===== config.mk =====
export PLATFORM = sky130hd
export DESIGN_NAME = arbiter_mux
export DESIGN_NICKNAME = d
export VERILOG_FILES = /design/src/rtl/arbiter_mux.sv
export SDC_FILE = /design/constraint.sdc
export NUM_CORES = 1
export LEC_CHECK = 0
export BUFFER_PORTS_ARGS = -buffer_cell sky130_fd_sc_hd__buf_2
export CAP_MARGIN = 20
export CORE_AREA = 2 2 146 148
export CTS_CLUSTER_SIZE = 28
export DETAILED_ROUTE_END_ITERATION = 8
export DIE_AREA = 0 0 148 150
export GPL_TIMING_DRIVEN = 0
export SYNTH_ARGS = -nofsm -noshare
export SYNTH_HDL_FRONTEND = slang
export SYNTH_SLANG_ARGS = --single-unit
export TNS_END_PERCENT = 30

===== constraint.sdc =====
create_clock -name clk -period 9.7 [get_ports clk]
set_input_delay 1.455 -clock clk [delete_from_list [all_inputs] [get_ports clk]]
set_output_delay 1.455 -clock clk [all_outputs]
set_load 0.005 [all_outputs]

===== src/rtl/arbiter_mux.sv =====
// arbiter_mux: packet-aware N:1 stream multiplexer placed behind a registered
// arbiter. Drives the arbiter's request vector from the input valids, locks onto
// a one-hot grant and forwards that port's beats into a registered output stage.
// Port i is bit i of every [0:NUM_PORTS-1] vector (port 0 is the MSB).
//
// Build option: define ARBITER_MUX_PACKET_EN to hold a grant until the s_last
// beat. Without it every transferred beat ends its grant (one beat per grant).
//
// state   | meaning
// --------+------------------------------------------------------------
// IDLE    | waiting for a one-hot grant; no port is accepted
// LOCK    | port sel is forwarded; s_ready[sel] follows the output stage
// RELEASE | request[sel] masked; waiting for the arbiter to drop grant[sel]
module arbiter_mux #(
  parameter int NUM_PORTS  = 9,
  parameter int DATA_WIDTH = 32
) (
  input  logic                            clk,
  input  logic                            rst,
  input  logic [NUM_PORTS*DATA_WIDTH-1:0] s_data,
  input  logic [0:NUM_PORTS-1]            s_valid,
  input  logic [0:NUM_PORTS-1]            s_last,
  output logic [0:NUM_PORTS-1]            s_ready,
  output logic [DATA_WIDTH-1:0]           m_data,
  output logic                            m_valid,
  output logic                            m_last,
  input  logic                            m_ready,
  output logic [0:NUM_PORTS-1]            request,
  input  logic [0:NUM_PORTS-1]            grant,
  input  logic                            active
);

  localparam int SEL_W = (NUM_PORTS > 1) ? $clog2(NUM_PORTS) : 1;
  localparam int CNT_W = $clog2(NUM_PORTS + 1);

  typedef enum logic [1:0] {
    IDLE    = 2'd0,
    LOCK    = 2'd1,
    RELEASE = 2'd2
  } state_t;

  state_t                  state;
  logic [SEL_W-1:0]        sel;

  logic [CNT_W-1:0]        grant_cnt;
  logic [SEL_W-1:0]        grant_idx;
  logic                    grant_onehot;

  logic [DATA_WIDTH-1:0]   sel_data;
  logic                    sel_valid;
  logic                    sel_last;
  logic                    sel_grant;

  logic                    out_free;
  logic                    xfer;
  logic                    end_of_grant;

  // Count grant bits and remember the index of the set one; only a single set
  // bit is accepted as a usable grant.
  always_comb begin
    grant_cnt = '0;
    grant_idx = '0;
    for (int i = 0; i < NUM_PORTS; i++) begin
      if (grant[i]) begin
        grant_cnt = grant_cnt + CNT_W'(1);
        grant_idx = SEL_W'(i);
      end
    end
    grant_onehot = (grant_cnt == CNT_W'(1));
  end

  // Select the locked port's beat, valid, last and grant bit.
  always_comb begin
    sel_data  = '0;
    sel_valid = 1'b0;
    sel_last  = 1'b0;
    sel_grant = 1'b0;
    for (int i = 0; i < NUM_PORTS; i++) begin
      if (sel == SEL_W'(i)) begin
        sel_data  = s_data[i*DATA_WIDTH +: DATA_WIDTH];
        sel_valid = s_valid[i];
        sel_last  = s_last[i];
        sel_grant = grant[i];
      end
    end
  end

  // The output stage can take a beat when empty or draining this cycle.
  assign out_free = !m_valid || m_ready;
  assign xfer     = (state == LOCK) && !rst && sel_valid && out_free;

`ifdef ARBITER_MUX_PACKET_EN
  assign end_of_grant = sel_last;
`else
  assign end_of_grant = 1'b1;
`endif

  // Per-port accept and arbiter request; both are silenced while in reset so
  // nothing is handshaken during a reset cycle.
  always_comb begin
    s_ready = '0;
    request = '0;
    for (int i = 0; i < NUM_PORTS; i++) begin
      if (!rst && (state == LOCK) && (sel == SEL_W'(i))) begin
        s_ready[i] = out_free;
      end
      if (!rst && !((state == RELEASE) && (sel == SEL_W'(i)))) begin
        request[i] = s_valid[i];
      end
    end
  end

  // FSM and registered output stage; a load takes priority over a drain so a
  // simultaneous drain+load sustains one beat per cycle.
  always_ff @(posedge clk) begin
    if (rst) begin
      state   <= IDLE;
      sel     <= '0;
      m_valid <= 1'b0;
      m_data  <= '0;
      m_last  <= 1'b0;
    end else begin
      if (xfer) begin
        m_data  <= sel_data;
        m_last  <= sel_last;
        m_valid <= 1'b1;
      end else if (m_valid && m_ready) begin
        m_valid <= 1'b0;
      end

      case (state)
        IDLE: begin
          if (active && grant_onehot) begin
            sel   <= grant_idx;
            state <= LOCK;
          end
        end
        LOCK: begin
          if (xfer && end_of_grant) begin
            state <= RELEASE;
          end
        end
        RELEASE: begin
          if (!sel_grant) begin
            state <= IDLE;
          end
        end
        default: state <= IDLE;
      endcase
    end
  end

endmodule


==> metrics.yaml <==
crit_type: "in2reg"
met1_usage: 0.308
synth_seq_cells: 40
powerDensity_nw_per_um2: 134
synth_top_area_share: 0.176
crit_required_ps: 9890
grt_pass1_vias: 6355
rsz0062_at_grt: "false"
drt_first_iter_violations: 395
startpoint_type: "input port"
cap_violations: 0
synth-xor-area-share: 0.0444
leakage_nw: 3.04
area_growth_syn_to_layout_pct: 52.1
cts.sinks: 40
async_flop_share: 0
grt_overflow: 0
clkPwrFrac: 0.232
wire_per_inst_um: 21.8
finalHoldViolations: 0
cts_resized: 0
finalPower_mw: 0.923
grt_max_degree: 13
rows: 53
cp_slowest_cell: "ha_1"
drc_errors: 0
synth_mux_area_frac: 0.144
synth_cell_types: 60
clk_pin_slew_worst_paths_ps: 70
netlist_instances: 601
grtUsageMet2: 0.378
route.vias.total: 6583
numCtsBuffers: 5
arrival_ps: 7060
postRouteAntennaNets: 0
relSlewSlack: 0.399
start_util: 0.219
fin_crit_ps: 6870
p_switching_mw: 0.381
yosysTopAreaCell: "dfxtp_1"
die_h_um: 150
tightest_slew_ps: 901
final_core_util: 0.334
min_path_type: "reg2reg"
cp_common_cell: "ha_1"
postCtsHoldBufs: 0
drive_gt1_frac: 0.421
switching_share: 0.412
grt_first_pass_wirelength_um: 38600
critPathMaxStageDelay_ps: 350
status: "complete, no violations"
cts_setup_buffers: 0
core_area_um2: 20700
clock_latency_ps: 300
finClkSkew_ps: 11.2
gp_congestion: 0.914
antenna_found_initial: 1
root_buffer: "clkbuf_16"
clk_path_buf_depth: 2
busiest_layer: "met2"
syn-num-nets: 928
endpoint_kind: "register"
drt-pass1-iter-count: 5
wirelength_um: 27300
final-setup-viol-count: 0
die_w_um: 148
fin_tns_setup_ps: 0
synth_edf_count: 0
synthAdderAreaFrac: 0.0221
synth_compound_area_frac: 0.377
ios: 371
dp_hpwl_um: 22600
yosysWarnings: 0
track_usage: 0.233
cts_tree: "yes"
fin_crit_sh: 0.708
syn_area_um2: 4540
fin_nets: 1302
routed_via_density: 5.26
yosysSeqAreaShare: 0.176
crit_fanout: 5
synth_top_family_by_area: "compound AO/OA/AOI/OAI gates"
maxSlewViolCount: 0
peakVddDrop_mv: 0.0685
htree_levels: 2
synthSimpleGateAreaFrac: 0.173
yosys-top-cells-area: "dfxtp_1, o21ai_0, a22oi_1, mux2i_1, nor2_1"
port_buffers: 367
grtUsageMet3: 0.0530
p_int_mw: 0.542
pwr-share-seq: 0.211
comb_power_share: 0.557
avgSynthCellArea_um2: 7.55
clock.fmax_ghz: 0.146
synth-main-ff-cell: "dfxtp_1"
dieArea_um2: 22200
fillers: 2310
==> logic make-up after synthesis <==
family                   Yosys count
AO/OA/AOI/OAI                    239
XOR/XNOR                          14
adder cells (fa/ha/maj)            8
buffers and inverters             75
flip-flops                        40
multiplexers                      52
AND/OR/NAND/NOR                  173
==> cells in the final DEF (no fill, tap or decap), types with 9 or more instances in the layout <==
master / synthesis / routed
buf_2: 4 / 371
nor2_1: 69 / 69
o21ai_0: 57 / 57
nand2_1: 54 / 54
clkbuf_1: 45 / 45
dfxtp_1: 40 / 40
a22oi_1: 37 / 37
mux2i_1: 27 / 27
a21oi_1: 24 / 24
a221oi_1: 23 / 23
a311oi_1: 20 / 20
mux2_2: 16 / 16
a211oi_1: 15 / 15
buf_1: 14 / 14
a2bb2oi_1: 14 / 14
a22o_1: 12 / 12
o221ai_1: 12 / 12
inv_1: 11 / 11
mux4_2: 9 / 9
==> final cells by class <==
type                    instances  area (um2)  area share
multi-input cells             486        3450       0.500
clock buffers                   7         153      0.0221
flip-flops and latches         40         801       0.116
diodes                          1        2.50    0.000362
well taps                     275         344      0.0498
plain buffers                  63         241      0.0350
clock inverters                 1        30.0     0.00435
inverters                      12        45.0     0.00652
repair buffers                367        1840       0.266
==> cells in the mapped netlist, drive strengths merged, types with 4 or more instances <==
master and instances:
nor2 69, o21ai 59, nand2 54, clkbuf 45, dfxtp 40, a22oi 37
mux2i 27, a21oi 24, a221oi 23, a311oi 20, buf 18, mux2 16
a211oi 15, a2bb2oi 14, a22o 12, inv 12, o221ai 12, mux4 9
and3 8, ha 8, nand3 6, xnor2 6, nand2b 5, nor2b 5
nor3 5, nor4 4, xnor3 4
==> worst max-delay path, delay by kind of cell <==
kind                       cells  cell delay, ps
muxes                          2             550
adders and majority gates      7            1950
AOI/OAI and AO/OA              5            1050
xor gates and xnor gates       3             590
and+or+nand+nor                6            1090
buffers and inverters          4             370
==> sequential cells by signal, summed over array words and instances (netlist names) <==
name and cells:
m_last 1, m_data 32, sel 4, m_valid 1, state 2
==> metrics by stage <==
stage          setup slack (ps)  hold WS [ps]  instance area (um2)  instances
2_1_floorplan              3230           463                 4540        601
3_3_place_gp               2730           459                 6720       1243
3_5_place_dp               2540           468                 6720       1243
4_1_cts                    2840           478                 6900       1251
5_1_grt                    2390           507                 6910       1252
6_report                   2830           478                 6910       1252
==> power by group through the flow <==
stage	combinational (mW)	sequential, mW	clock, mW
after global routing	0.566	0.197	0.220
after CTS	0.511	0.194	0.215
final	0.514	0.195	0.214
after global placement	0.505	0.197	0
after floorplan	0.305	0.197	0
after detailed placement	0.509	0.198	0
==> worst paths after layout <==
path | cells after the start | slack (ps) | startpoint | endpoint
min | 2 | 480 | m_data[23] | m_data[23]
min reg2reg | 2 | 480 | m_data[23] | m_data[23]
max reg2reg | 10 | 6230 | sel[2] | m_data[15]
max | 27 | 2830 | grant[1] | sel[1]
==> routing by layer <==
metal,part of all wire,routed length (um)
met1,0.43,11800
met2,0.46,12700
met3,0.079,2150
met4,0.027,750
met5,0,0
(Power assumes the default switching activity.)
